## src/rtl/uart_rx.sv

```systemverilog
// 8N1 UART receiver: 2-flop synchronizer, mid-bit sampling, byte holding register with ack handshake.
// Optional UART_RX_MAJORITY_EN: 2-of-3 vote around each sample point, decided one cycle later.
`timescale 1ns/1ps
module uart_rx #(
  parameter int unsigned CLKS_PER_BIT = 868
) (
  input  logic       clk,
  input  logic       rst,
  input  logic       rx,
  input  logic       ack,
  output logic [7:0] data,
  output logic       valid,
  output logic       frame_err,
  output logic       overrun,
  output logic       busy
);

  localparam logic [15:0] LAST_CNT = 16'(CLKS_PER_BIT - 1);
`ifdef UART_RX_MAJORITY_EN
  localparam logic [15:0] DECIDE_CNT = 16'(CLKS_PER_BIT / 2);
`else
  localparam logic [15:0] DECIDE_CNT = 16'(CLKS_PER_BIT / 2 - 1);
`endif

  typedef enum logic [2:0] {
    S_IDLE,
    S_START,
    S_DATA,
    S_STOP,
    S_BREAK
  } state_e;

  state_e      state_q, state_d;
  logic [15:0] cnt_q, cnt_d;
  logic [2:0]  idx_q, idx_d;
  logic [7:0]  shift_q, shift_d;
  logic [7:0]  data_q, data_d;
  logic        valid_q, valid_d;
  logic        ferr_q, ferr_d;
  logic        ovr_q, ovr_d;
  logic        rx_meta_q, rx_s_q;
  logic        tick;
  logic        bit_val;
  logic        stop_tick;

`ifdef UART_RX_MAJORITY_EN
  logic rx_h1_q, rx_h2_q;

  always_ff @(posedge clk) begin
    if (rst) begin
      rx_h1_q <= 1'b1;
      rx_h2_q <= 1'b1;
    end else begin
      rx_h1_q <= rx_s_q;
      rx_h2_q <= rx_h1_q;
    end
  end

  // Counter sits one past the sample point: rx_h2_q/rx_h1_q/rx_s_q are points -1/0/+1.
  assign bit_val = (rx_s_q & rx_h1_q) | (rx_s_q & rx_h2_q) | (rx_h1_q & rx_h2_q);
`else
  assign bit_val = rx_s_q;
`endif

  // cnt_q is 0 on t0+1, so DECIDE_CNT lands on t0 + k*CLKS_PER_BIT + CLKS_PER_BIT/2.
  assign tick      = (cnt_q == DECIDE_CNT);
  assign stop_tick = (state_q == S_STOP) && tick;

  always_ff @(posedge clk) begin
    if (rst) begin
      rx_meta_q <= 1'b1;
      rx_s_q    <= 1'b1;
      state_q   <= S_IDLE;
      cnt_q     <= '0;
      idx_q     <= '0;
      shift_q   <= '0;
      data_q    <= '0;
      valid_q   <= 1'b0;
      ferr_q    <= 1'b0;
      ovr_q     <= 1'b0;
    end else begin
      rx_meta_q <= rx;
      rx_s_q    <= rx_meta_q;
      state_q   <= state_d;
      cnt_q     <= cnt_d;
      idx_q     <= idx_d;
      shift_q   <= shift_d;
      data_q    <= data_d;
      valid_q   <= valid_d;
      ferr_q    <= ferr_d;
      ovr_q     <= ovr_d;
    end
  end

  always_comb begin
    state_d = state_q;
    cnt_d   = (cnt_q == LAST_CNT) ? 16'd0 : 16'(cnt_q + 16'd1);
    idx_d   = idx_q;
    shift_d = shift_q;
    unique case (state_q)
      S_IDLE: begin
        cnt_d = '0;
        if (!rx_s_q) state_d = S_START;
      end
      S_START: begin
        if (tick) begin
          if (bit_val) begin
            state_d = S_IDLE;
          end else begin
            state_d = S_DATA;
            idx_d   = '0;
          end
        end
      end
      S_DATA: begin
        if (tick) begin
          shift_d = {bit_val, shift_q[7:1]};
          if (idx_q == 3'd7) state_d = S_STOP;
          else               idx_d   = idx_q + 3'd1;
        end
      end
      S_STOP: begin
        if (tick) state_d = bit_val ? S_IDLE : S_BREAK;
      end
      S_BREAK: begin
        if (rx_s_q) state_d = S_IDLE;
      end
      default: state_d = S_IDLE;
    endcase
  end

  // A byte landing in the same cycle as ack wins over the ack's clear of valid.
  always_comb begin
    data_d  = data_q;
    valid_d = valid_q;
    ferr_d  = 1'b0;
    ovr_d   = ovr_q;
    if (ack && valid_q) begin
      valid_d = 1'b0;
      ovr_d   = 1'b0;
    end
    if (stop_tick) begin
      if (bit_val) begin
        if (valid_q && !ack) begin
          ovr_d = 1'b1;
        end else begin
          data_d  = shift_q;
          valid_d = 1'b1;
        end
      end else begin
        ferr_d = 1'b1;
      end
    end
  end

  assign data      = data_q;
  assign valid     = valid_q;
  assign frame_err = ferr_q;
  assign overrun   = ovr_q;
  assign busy      = (state_q != S_IDLE);

endmodule

```

## config.mk

```make
export PLATFORM = sky130hd
export DESIGN_NAME = uart_rx
export DESIGN_NICKNAME = d
export VERILOG_FILES = /design/src/rtl/uart_rx.sv
export SDC_FILE = /design/constraint.sdc
export NUM_CORES = 1
export LEC_CHECK = 0
export BUFFER_PORTS_ARGS = -buffer_cell sky130_fd_sc_hd__buf_2
export CORE_MARGIN = 10
export CORE_UTILIZATION = 34
export DETAILED_ROUTE_END_ITERATION = 10
export REMOVE_ABC_BUFFERS = 1
export SYNTH_ARGS = -nofsm -noshare
export SYNTH_HDL_FRONTEND = slang
export SYNTH_SLANG_ARGS = --single-unit
```

## constraint.sdc

```tcl
create_clock -name clk -period 2.1 [get_ports clk]
set_clock_uncertainty 0.1 [all_clocks]
set_input_delay 0.315 -clock clk [delete_from_list [all_inputs] [get_ports clk]]
set_output_delay 0.315 -clock clk [all_outputs]
set_load 0.02 [all_outputs]
```

# Yosys cells after proc, flatten, opt, wreduce, memory -nomap -nowiden
# Index checks and enable logic that the tools add are counted.
[op_classes]
addsub = 2
n_eq_ne = 15
n_mux = 23
bitwise_logic = 2
reduce_logical = 13
[ops]
columns = ["op", "n"]
rows = [
  ["3-bit two-way mux", 11],
  ["16-bit by 1-bit adder with 16-bit output, second input constant", 1],
  ["16-bit by 10-bit == test with 1-bit output, second input constant", 1],
  ["16-bit by 9-bit == test with 1-bit output, second input constant", 1],
  ["2-bit inequality test, second input constant", 8],
  ["3-bit case mux with 5 select lines", 1],
  ["1-bit two-way mux", 9],
  ["3-bit by 2-bit == test with 1-bit output, second input constant", 2],
  ["3-bit == test, second input constant", 2],
  ["3-bit case mux with 2 select lines", 1],
  ["6-bit AND reduction", 1],
  ["5-bit AND reduction", 1],
  ["3-bit by 1-bit adder with 3-bit output, second input constant", 1],
  ["3-bit by 1-bit == test with 1-bit output, second input constant", 1],
  ["1-bit logical AND", 3],
  ["3-bit zero test", 1],
  ["3-bit AND reduction", 1],
  ["3-bit nonzero test", 1],
  ["3-bit OR reduction", 1],
  ["2-bit two-way mux", 1],
  ["1-bit inverter", 2],
  ["2-bit AND reduction", 1],
  ["2-bit nonzero test", 1],
  ["2-bit OR reduction", 1],
  ["1-bit zero test", 1],
]
[word_totals]
output_inout_bits = 12
inputBits = 4
elab_cells = 65
reg_bits = 43

# Logic depth before layout (Yosys ltp)
# Gate-level depths: netlist of the first run.
[depth]
word_depth = 5
depth_mapped = 7
mapped_depth_nobuf = 6

# Least setup slack after synthesis of the first run
# OpenSTA, ideal clock, no wires.
[synth_timing]
path_kind = "register to register"
startpoint = "reg idx_q[0]"
endpoint = "reg idx_q[0]"
required_time_ps = 1879
path_slack_ps = 285
stages_incl_launch_ff = 7
t_arrival_ps = 1593
n_path_buf = 0
synth_period_minus_slack_ps = 1815
setup_time_ps = 121
cell_sequence = "dfxtp_1 > ha_1 > ha_1 > or3b_1 > a21oi_2 > nand2_1 > mux2_4"
[synth_between]
elab_chain_len = 4
word_cells_on_any_way = 7
cone_classes = "add/sub: 1; eq/ne: 2; mux: 3; reduce/logical: 1"
[synth_lines]
columns = ["element", "line", "rtl"]
rows = [
  ["from (decl)", "35", "logic [2:0] idx_q, idx_d;"],
  ["from (signal assigned)", "86", "idx_q <= idx_d;"],
  ["3-bit by 1-bit adder with 3-bit output", "119", "else idx_d = idx_q + 3'd1;"],
  ["3-bit two-way mux", "118", "if (idx_q == 3'd7) state_d = S_STOP;"],
  ["3-bit two-way mux", "116", "if (tick) begin"],
  ["3-bit case mux with 2 select lines", "100", "unique case (state_q)"],
]
# Parallel ways exist; a longest one is shown, timed or not. The select of a mux whose other input is x is not followed.
# A chain may end at the register's enable or synchronous reset.

# Worst setup path in the final report of the first run
# Same ends and word-level chain as after synthesis.

==> results of run 1 <==
through the flow:
step | utilization | power (uW) | instance area, sq um | setup WS, ps
finish | 0.391 | 1370 | 2130 | 176
global route | 0.391 | 1440 | 2130 | 57.6
CTS | 0.391 | 1390 | 2130 | 162
detailed placement | 0.375 | 878 | 2040 | 174
global placement | 0.375 | 877 | 2040 | 226
floorplan | - | 860 | 1830 | 283
layer usage:
layer / vias up / track usage / routed length, um
met1: 625 / 0.107 / 1680
li1: 728 / - / -
met5: - / 0 / 0
met2: 13 / 0.127 / 1520
met3: 2 / 0.0262 / 99
met4: 0 / 0.0228 / 17
cell families (layout without fill, tap and decap cells):
group                      after synthesis  count (layout)
and+or+nand+nor                         95              95
DFF                                     43              43
muxes                                   17              17
AOI/OAI and AO/OA                       14              14
xor gates and xnor gates                14              14
buffers and inverters                   14              33
adders and majority gates                4               4
critical path, stage by stage (launching register included):
cell and delay (ps):
dfxtp_1 330, ha_1 200, ha_1 190, or3b_1 370, a21oi_2 190, nand2_1 130, mux2_4 310
layout make-up:
cell class,instances,area [sq um]
multi-input combinational,144,945
timing repair buffer,19,118
sequential,43,861
clock buffer,6,82.6
clock inverter,1,5.00
tap,72,90.1
inverter,7,26.3
fill,544,3310
cell usage in the layout (no fill, tap or decap), types with 2 or more instances in the layout:
master,count
a211o_1,2
a21oi_1,3
buf_2,15
buf_4,3
clkbuf_8,6
dfxtp_1,43
ha_1,4
inv_1,7
mux2i_1,16
nand2_1,27
nand3_1,11
nand4_1,3
nor2_1,25
nor2b_1,3
nor3_1,6
nor4_1,4
nor4_2,2
o41ai_1,2
or2_2,3
or3b_1,2
xnor2_1,12
xor2_1,2
path summary, 6_finish.rpt:
kind	slack, ps	depth (start not counted)	to	start
setup / recovery	180	6	idx_q[0]$_SDFFE_PP0P_	idx_q[0]$_SDFFE_PP0P_
hold / removal	110	2	rx_meta_q$_SDFF_PP1_	rx
setup reg to reg	180	6	idx_q[0]$_SDFFE_PP0P_	idx_q[0]$_SDFFE_PP0P_
hold reg to reg	310	1	bit_val$_SDFF_PP1_	rx_meta_q$_SDFF_PP1_
registers in the layout (all words and copies together), names as in the netlist:
register   count
frame_err      1
idx_q          3
state_q        3
valid          1
bit_val        1
rx_meta_q      1
shift_q        8
cnt_q         16
data           8
overrun        1
power by group:
| group | internal [uW] | switching (uW) |
|---|---|---|
| clock | 258 | 255 |
| sequential | 818 | 5.78 |
| combinational | 12.2 | 21.7 |
| total | 1090 | 283 |
==> impl_metrics.tcl, run 1 <==
set metrics [dict create \
    worstMarginPinSlew_ps 338 \
    startpoint_type "flip-flop" \
    die_y_um 94.4 \
    drt_iter0_markers 52 \
    slew_headroom 0.774 \
    drive_gt1_frac 0.173 \
    clk_path_buf_depth 2 \
    slew_violations 0 \
    fmaxAchievable_mhz 520 \
    grt_pass1_vias 1304 \
    synthAdderAreaFrac 0.0266 \
    async_flop_share 0 \
    critical_path_peak_fanout 3 \
    synth_seq_area_share 0.458 \
    cts.clk_slew.worst_paths_ps 70 \
    yosysMostFrequentCell "dfxtp_1" \
    antenna_found_initial 0 \
    synth_edf_count 0 \
    post-place-cells 285 \
    holdBufCountCts 0 \
    syn_area_sq_um 1880 \
    dp_hpwl_um 2360 \
    post-cts-setup-buffers 0 \
    final_cells 292 \
    overflow 0 \
    wirelength_um 3320 \
    cp-end-kind "flip-flop" \
    final.setup.tns_ps 0 \
    syn_to_final_growth_pct 13.1 \
    dieWidth_um 94.4 \
    io_buffers 15 \
    synth_top_area_frac 0.458 \
    rsz0062_at_grt "false" \
    pin_count 16 \
    root_buffer "clkbuf_8" \
    htreeDepth 2 \
    outcome "complete, no violations" \
    synthTopCellsByArea "dfxtp_1 46%, mux2i_1 8.5%, xnor2_1 5.6%" \
    hold_ws_ps 114 \
    grt.total_usage 0.0820 \
    netlist_instances 201 \
    drcViolationCount 0 \
    viasPerCell 4.68 \
    vdd_drop_max_mv 0.398 \
    worstPathRequired_ps 2170 \
    clk_latency_ps 280 \
    critPathKind "flip-flop to flip-flop" \
    synth_cell_type_count 39 \
    yosys_register_bits 43 \
    post-route-period-util 0.916 \
    synth_compound_area_frac 0.0572 \
    grt_pass1_wl_um 6040 \
    yosys_most_used_dff "dfxtp_1" \
    p_leak_uw 0.000845 \
    rows 27 \
    finish.net_count 228 \
    via_count 1368 \
    cts_sinks 43 \
    core-area_sq_um 5440 \
    antenna-diode-count 0 \
    drtAntennaViolNets 0 \
    initial_utilization 0.346 \
    drv_cap 0 \
    setup_viol_count_final 0 \
    cts_resized 0 \
    syn_avg_cell_area_sq_um 9.36 \
    first_pass_iters 4 \
    hold_viol 0 \
    synth_top_family_by_area "simple AND/OR/NAND/NOR gates" \
    holdCritPathClass "primary input to flip-flop" \
    synth_xor_area_frac 0.0652 \
    fin_crit_ps 1920 \
    avgRoutedWirePerCell_um 11.4 \
    power_density_nw_per_um2 645 \
    yosys-top-cells-count "43 x dfxtp_1, 27 x nand2_1, 25 x nor2_1" \
    cts_tree "built" \
    gp_congestion 0.733 \
    synth_top_area_cell "dfxtp_1" \
    synth.mux.area_fraction 0.0931 \
    grt_max_degree 17 \
    yosys.area_share.simple 0.260 \
    arrival_ps 1990 \
    die_area_sq_um 8910 \
    cts_inserted_buffers 5 \
    yosys_warnings 0 \
]
(Power assumes the default switching activity.)
==> run 2, diff against run 1 <==
MAX_ROUTING_LAYER = met4   (was default)
==> run 2 against run 1 <==
Effect of this change: non-clock buffer count unchanged; first-iteration DRC count unchanged; power about the same; register-to-register slack about the same; via count up 0.15%; critical path depth unchanged; cell count unchanged; setup slack about the same; sequential share of layout area unchanged; sequential power about the same; critical endpoint unchanged; largest cell class unchanged.
==> impl_metrics.tcl, run 2 (synthesis results as in run 1) <==
set metrics [dict create \
    mostFrequentLayoutCells "43 x dfxtp_1, 27 x nand2_1, 25 x nor2_1" \
    hold_viol 0 \
    critical_path_peak_fanout 3 \
    holdCritPathClass "primary input to flip-flop" \
    sw_frac_of_total 0.206 \
    avgRoutedWirePerCell_um 11.4 \
    dp_hpwl_um 2360 \
    final.setup.tns_ps 0 \
    post-place-cells 285 \
    post-cts-setup-buffers 0 \
    placed_area_sq_um 2040 \
    setup_viol_count_final 0 \
    r2r-start "idx_q[0]$_SDFFE_PP0P_" \
    cts.clk_slew.worst_paths_ps 70 \
    fin_crit_ps 1920 \
    hold_depth 2 \
    fmaxAchievable_mhz 520 \
    worstMarginPinSlew_ps 327 \
    power_density_nw_per_um2 645 \
    intPower_uw 1090 \
    grt_max_degree 17 \
    slew_violations 0 \
    n_fill_cell 544 \
    viasPerCell 4.69 \
    p_switching_uw 282 \
    r2r_end "idx_q[0]$_SDFFE_PP0P_" \
    die_area_sq_um 8910 \
    clk_path_buf_depth 2 \
    gp_congestion 0.742 \
    grt_pass1_vias 1303 \
    cts_sinks 43 \
    vdd_drop_max_mv 0.398 \
    cts_inserted_buffers 5 \
    io_buffers 15 \
    largest_reg_flops 16 \
    layout_commonest_cell "dfxtp_1" \
    dieWidth_um 94.4 \
    initial_utilization 0.346 \
    syn_to_final_growth_pct 13.1 \
    reg2reg_depth 6 \
    via_count 1370 \
    holdCritStartpoint "rx" \
    antenna_found_initial 0 \
    root_buffer "clkbuf_8" \
    wirelength_um 3320 \
    drive_gt1_frac 0.173 \
    pin_count 16 \
    cts_tree "built" \
    startpoint_type "flip-flop" \
    layout_setup_ws_ps 176 \
    slew_headroom 0.780 \
    design_area_sq_um 2130 \
    top_register "cnt_q" \
    overflow 0 \
    drv_cap 0 \
    sequentialPowerShare 0.601 \
    pre_cts_slack_ps 174 \
    drt_iter0_markers 52 \
    ff_latch_area_sq_um 861 \
    antenna-diode-count 0 \
    grt.total_usage 0.0844 \
    combPwrFrac 0.025 \
    hold_path_end "rx_meta_q$_SDFF_PP1_" \
    rows 27 \
    drcViolationCount 0 \
    first_pass_iters 4 \
    core-area_sq_um 5440 \
    reg2reg_slack_ps 180 \
    cp-end-kind "flip-flop" \
    multi_input_area_sq_um 945 \
    grt_pass1_wl_um 6040 \
    clk_latency_ps 280 \
    holdBufCountCts 0 \
    critPathKind "flip-flop to flip-flop" \
    outcome "complete, no violations" \
    worstPathRequired_ps 2170 \
    pwr-share-clk 0.374 \
    rsz0062_at_grt "false" \
    cts_resized 0 \
    die_y_um 94.4 \
    p_leak_uw 0.000845 \
    arrival_ps 1990 \
    final_cells 292 \
    post-route-period-util 0.916 \
    htreeDepth 2 \
    drtAntennaViolNets 0 \
    finish.net_count 228 \
]
[run 2: metal layers]
layer	routed length, um	GRT usage
met1	1670	0.107
met2	1520	0.127
met3	109	0.0254
met4	19	0.0228
met5	0	-
[run 2: worst max path at each step]
stage                     startpoint               endpoint  cells after the start
2_1_floorplan  idx_q[0]$_SDFFE_PP0P_  idx_q[0]$_SDFFE_PP0P_                      6
3_3_place_gp   idx_q[0]$_SDFFE_PP0P_  idx_q[0]$_SDFFE_PP0P_                      6
3_5_place_dp   idx_q[0]$_SDFFE_PP0P_  idx_q[0]$_SDFFE_PP0P_                      6
4_1_cts        idx_q[0]$_SDFFE_PP0P_  idx_q[0]$_SDFFE_PP0P_                      6
5_1_grt        idx_q[0]$_SDFFE_PP0P_  idx_q[0]$_SDFFE_PP0P_                      6
6_report       idx_q[0]$_SDFFE_PP0P_  idx_q[0]$_SDFFE_PP0P_                      6
[run 2: stage by stage]
| stage | hold WS, ps | power [uW] | util |
|---|---|---|---|
| floorplan | 289 | 860 | - |
| global placement | 294 | 877 | 0.375 |
| detailed placement | 296 | 878 | 0.375 |
| CTS | 105 | 1390 | 0.391 |
| global route | 98.4 | 1440 | 0.391 |
| finish | 115 | 1370 | 0.391 |
[run 2: layout make-up]
cell class	count	share of cell area
tap	72	0.0424
inverter	7	0.0124
clock inverter	1	0.00235
sequential	43	0.405
timing repair buffer	19	0.0553
clock buffer	6	0.0388
multi-input combinational	144	0.444
[run 2: worst max-delay path: stages, from the launching register on]
cell and delay (ps):
dfxtp_1 330, ha_1 200, ha_1 190, or3b_1 370, a21oi_2 190, nand2_1 130, mux2_4 310
[run 2: power by group through the flow]
stage / sequential [uW] / clock (uW) / combinational [uW]
after floorplan: 842 / 0 / 18.5
after global placement: 843 / 0 / 34.4
after detailed placement: 843 / 0 / 34.7
after CTS: 824 / 536 / 34.8
after global routing: 825 / 574 / 39.1
final: 824 / 513 / 34.0
==> run 3, diff against run 2 <==
clock period = 1.7 ns   (was 2.1 ns; I/O delays follow)
==> run 3 against run 2 <==
Effect of this change: the flow now finishes with violations (negative setup slack); utilization is 5.8 points higher; die area stayed put; wire length is 12% higher; count of clock-buffer cells in the layout stayed put; combinational power is 69% higher; cell area is 15% higher; critical endpoint unchanged.
==> impl_metrics.tcl, run 3 (synthesis results as in run 1) <==
set metrics [dict create \
    outcome "finished with violations" \
    violations "negative setup slack" \
    met2_usage 0.142 \
    power_density_nw_per_um2 822 \
    path_cells "ha_4, ha_4, or3b_1, a21oi_2, nand2_2, mux2_4" \
    fin_util 0.449 \
    finish.net_count 251 \
    antenna-diode-count 0 \
    fin_crit_ps 1780 \
    root_buffer "clkbuf_8" \
    final_cells 316 \
    pin_count 16 \
    slew_headroom 0.783 \
    placed_area_sq_um 2210 \
    cts_inserted_buffers 5 \
    slew_violations 0 \
    vdd_drop_max_mv 0.533 \
    wirelength_um 3700 \
    grt.total_usage 0.0921 \
    gp_congestion 0.786 \
    hold_viol 0 \
    cts_sinks 43 \
    post-route-period-util 1.05 \
    rows 27 \
    antenna_found_initial 0 \
    sequentialPowerShare 0.504 \
    p_switching_uw 388 \
    cts_tree "built" \
    cpMostUsedCell "ha_4" \
    arrival_ps 1870 \
    fmaxAchievable_mhz 560 \
    initial_utilization 0.346 \
    syn_to_final_growth_pct 29.9 \
    clk_latency_ps 300 \
    largest_reg_flops 16 \
    holdCritPathClass "primary input to flip-flop" \
    pre_cts_slack_ps -155 \
    drt_iter0_markers 47 \
    rsz0062_at_grt "true" \
    cts.clk_slew.worst_paths_ps 80 \
    overflow 0 \
    drive_gt1_frac 0.307 \
    via_count 1475 \
    combPwrFrac 0.029 \
    pwr-share-clk 0.467 \
    critical_path_peak_fanout 3 \
    grt_pass1_wl_um 6520 \
    post-place-cells 308 \
    n_fill_cell 537 \
    viasPerCell 4.67 \
    layout_commonest_cell "dfxtp_1" \
    grt_max_degree 17 \
    use_met1 0.112 \
    startpoint_type "flip-flop" \
    grt_busiest_layer "met2" \
    reg2reg_depth 6 \
    sw_frac_of_total 0.193 \
    p_leak_uw 0.00101 \
    dp_hpwl_um 2630 \
    drcViolationCount 0 \
    worstPathRequired_ps 1790 \
    drtAntennaViolNets 0 \
    die_area_sq_um 8910 \
    hold_depth 2 \
    clk_path_buf_depth 2 \
    dieWidth_um 94.4 \
    worstMarginPinSlew_ps 322 \
    slowest_delay_ps 360 \
    setup_viol_count_final 2 \
    die_y_um 94.4 \
    core-area_sq_um 5440 \
    design_area_sq_um 2440 \
    top_register "cnt_q" \
    htreeDepth 2 \
    critPathSlowestCell "or3b_1" \
    cp-end-kind "flip-flop" \
    layout_setup_ws_ps -84.4 \
    drv_cap 0 \
    mostFrequentLayoutCells "37 x dfxtp_1, 26 x nand2_1, 25 x nor2_1, 25 x buf_4, 16 x mux2i_1" \
    critPathKind "flip-flop to flip-flop" \
    use_met3 0.0333 \
    avgRoutedWirePerCell_um 11.7 \
    grt_pass1_vias 1475 \
    first_pass_iters 4 \
    final.setup.tns_ps -123 \
    intPower_uw 1620 \
    io_buffers 15 \
]
[run 3: cell types whose count changed in the layout (fill, tap and decap cells not counted), sizes merged]
cell    before  now
buf         19   42
bufinv       0    2
clkinv       1    0
[run 3: cell type report]
type,instances,area (sq um),share of cell area
Multi-Input combinational cell,144,1030,0.420
Sequential cell,43,868,0.355
Timing Repair Buffer,42,300,0.123
Tap cell,72,90.1,0.0369
Clock buffer,6,72.6,0.0297
Clock inverter,2,60.1,0.0246
Inverter,7,26.3,0.0108
[run 3: worst max-delay path, delay by kind of cell, from the launching register on]
| kind | cells | cell delay (ps) |
|---|---|---|
| compound gates | 1 | 180 |
| flops | 1 | 340 |
| fa+ha+maj | 2 | 310 |
| mux | 1 | 300 |
| simple gates | 2 | 460 |
[run 3: layer usage]
layer  vias to the layer above  share of wire  wire length (um)
met5                         -              0                 0
met4                         0         0.0046                17
met3                         2          0.036               134
met2                        24           0.46              1700
met1                       673           0.50              1860
li1                        776              -                 -
[run 3: power by group through the flow]
stage	clock [uW]	sequential, uW	combinational [uW]
floorplan	0	1040	22.9
global placement	0	1040	52.7
detailed placement	0	1040	53.6
CTS	954	1010	55.9
global route	1000	1010	62.7
finish	938	1010	57.3
[run 3: worst paths after layout]
kind	startpoint	endpoint	slack [ps]
worst max register to register	idx_q[1]$_SDFFE_PP0P_	idx_q[0]$_SDFFE_PP0P_	-80
worst max-delay path	idx_q[1]$_SDFFE_PP0P_	idx_q[0]$_SDFFE_PP0P_	-80
worst min-delay path	rx	rx_meta_q$_SDFF_PP1_	30
worst min register to register	rx_meta_q$_SDFF_PP1_	bit_val$_SDFF_PP1_	310
[run 3: what timing repair did]
action                     4_1_cts  5_1_grt
setup buffers                    0        0
pin swaps                        5        6
setup endpoints to repair       10       23
resized for setup               10       13
hold buffers                     0        0
[run 3: through the flow]
step | hold slack (ps) | power, uW
4_1_cts | 30.7 | 2020
2_1_floorplan | 232 | 1060
3_5_place_dp | 300 | 1090
6_report | 32.3 | 2010
3_3_place_gp | 295 | 1090
5_1_grt | 35.3 | 2080
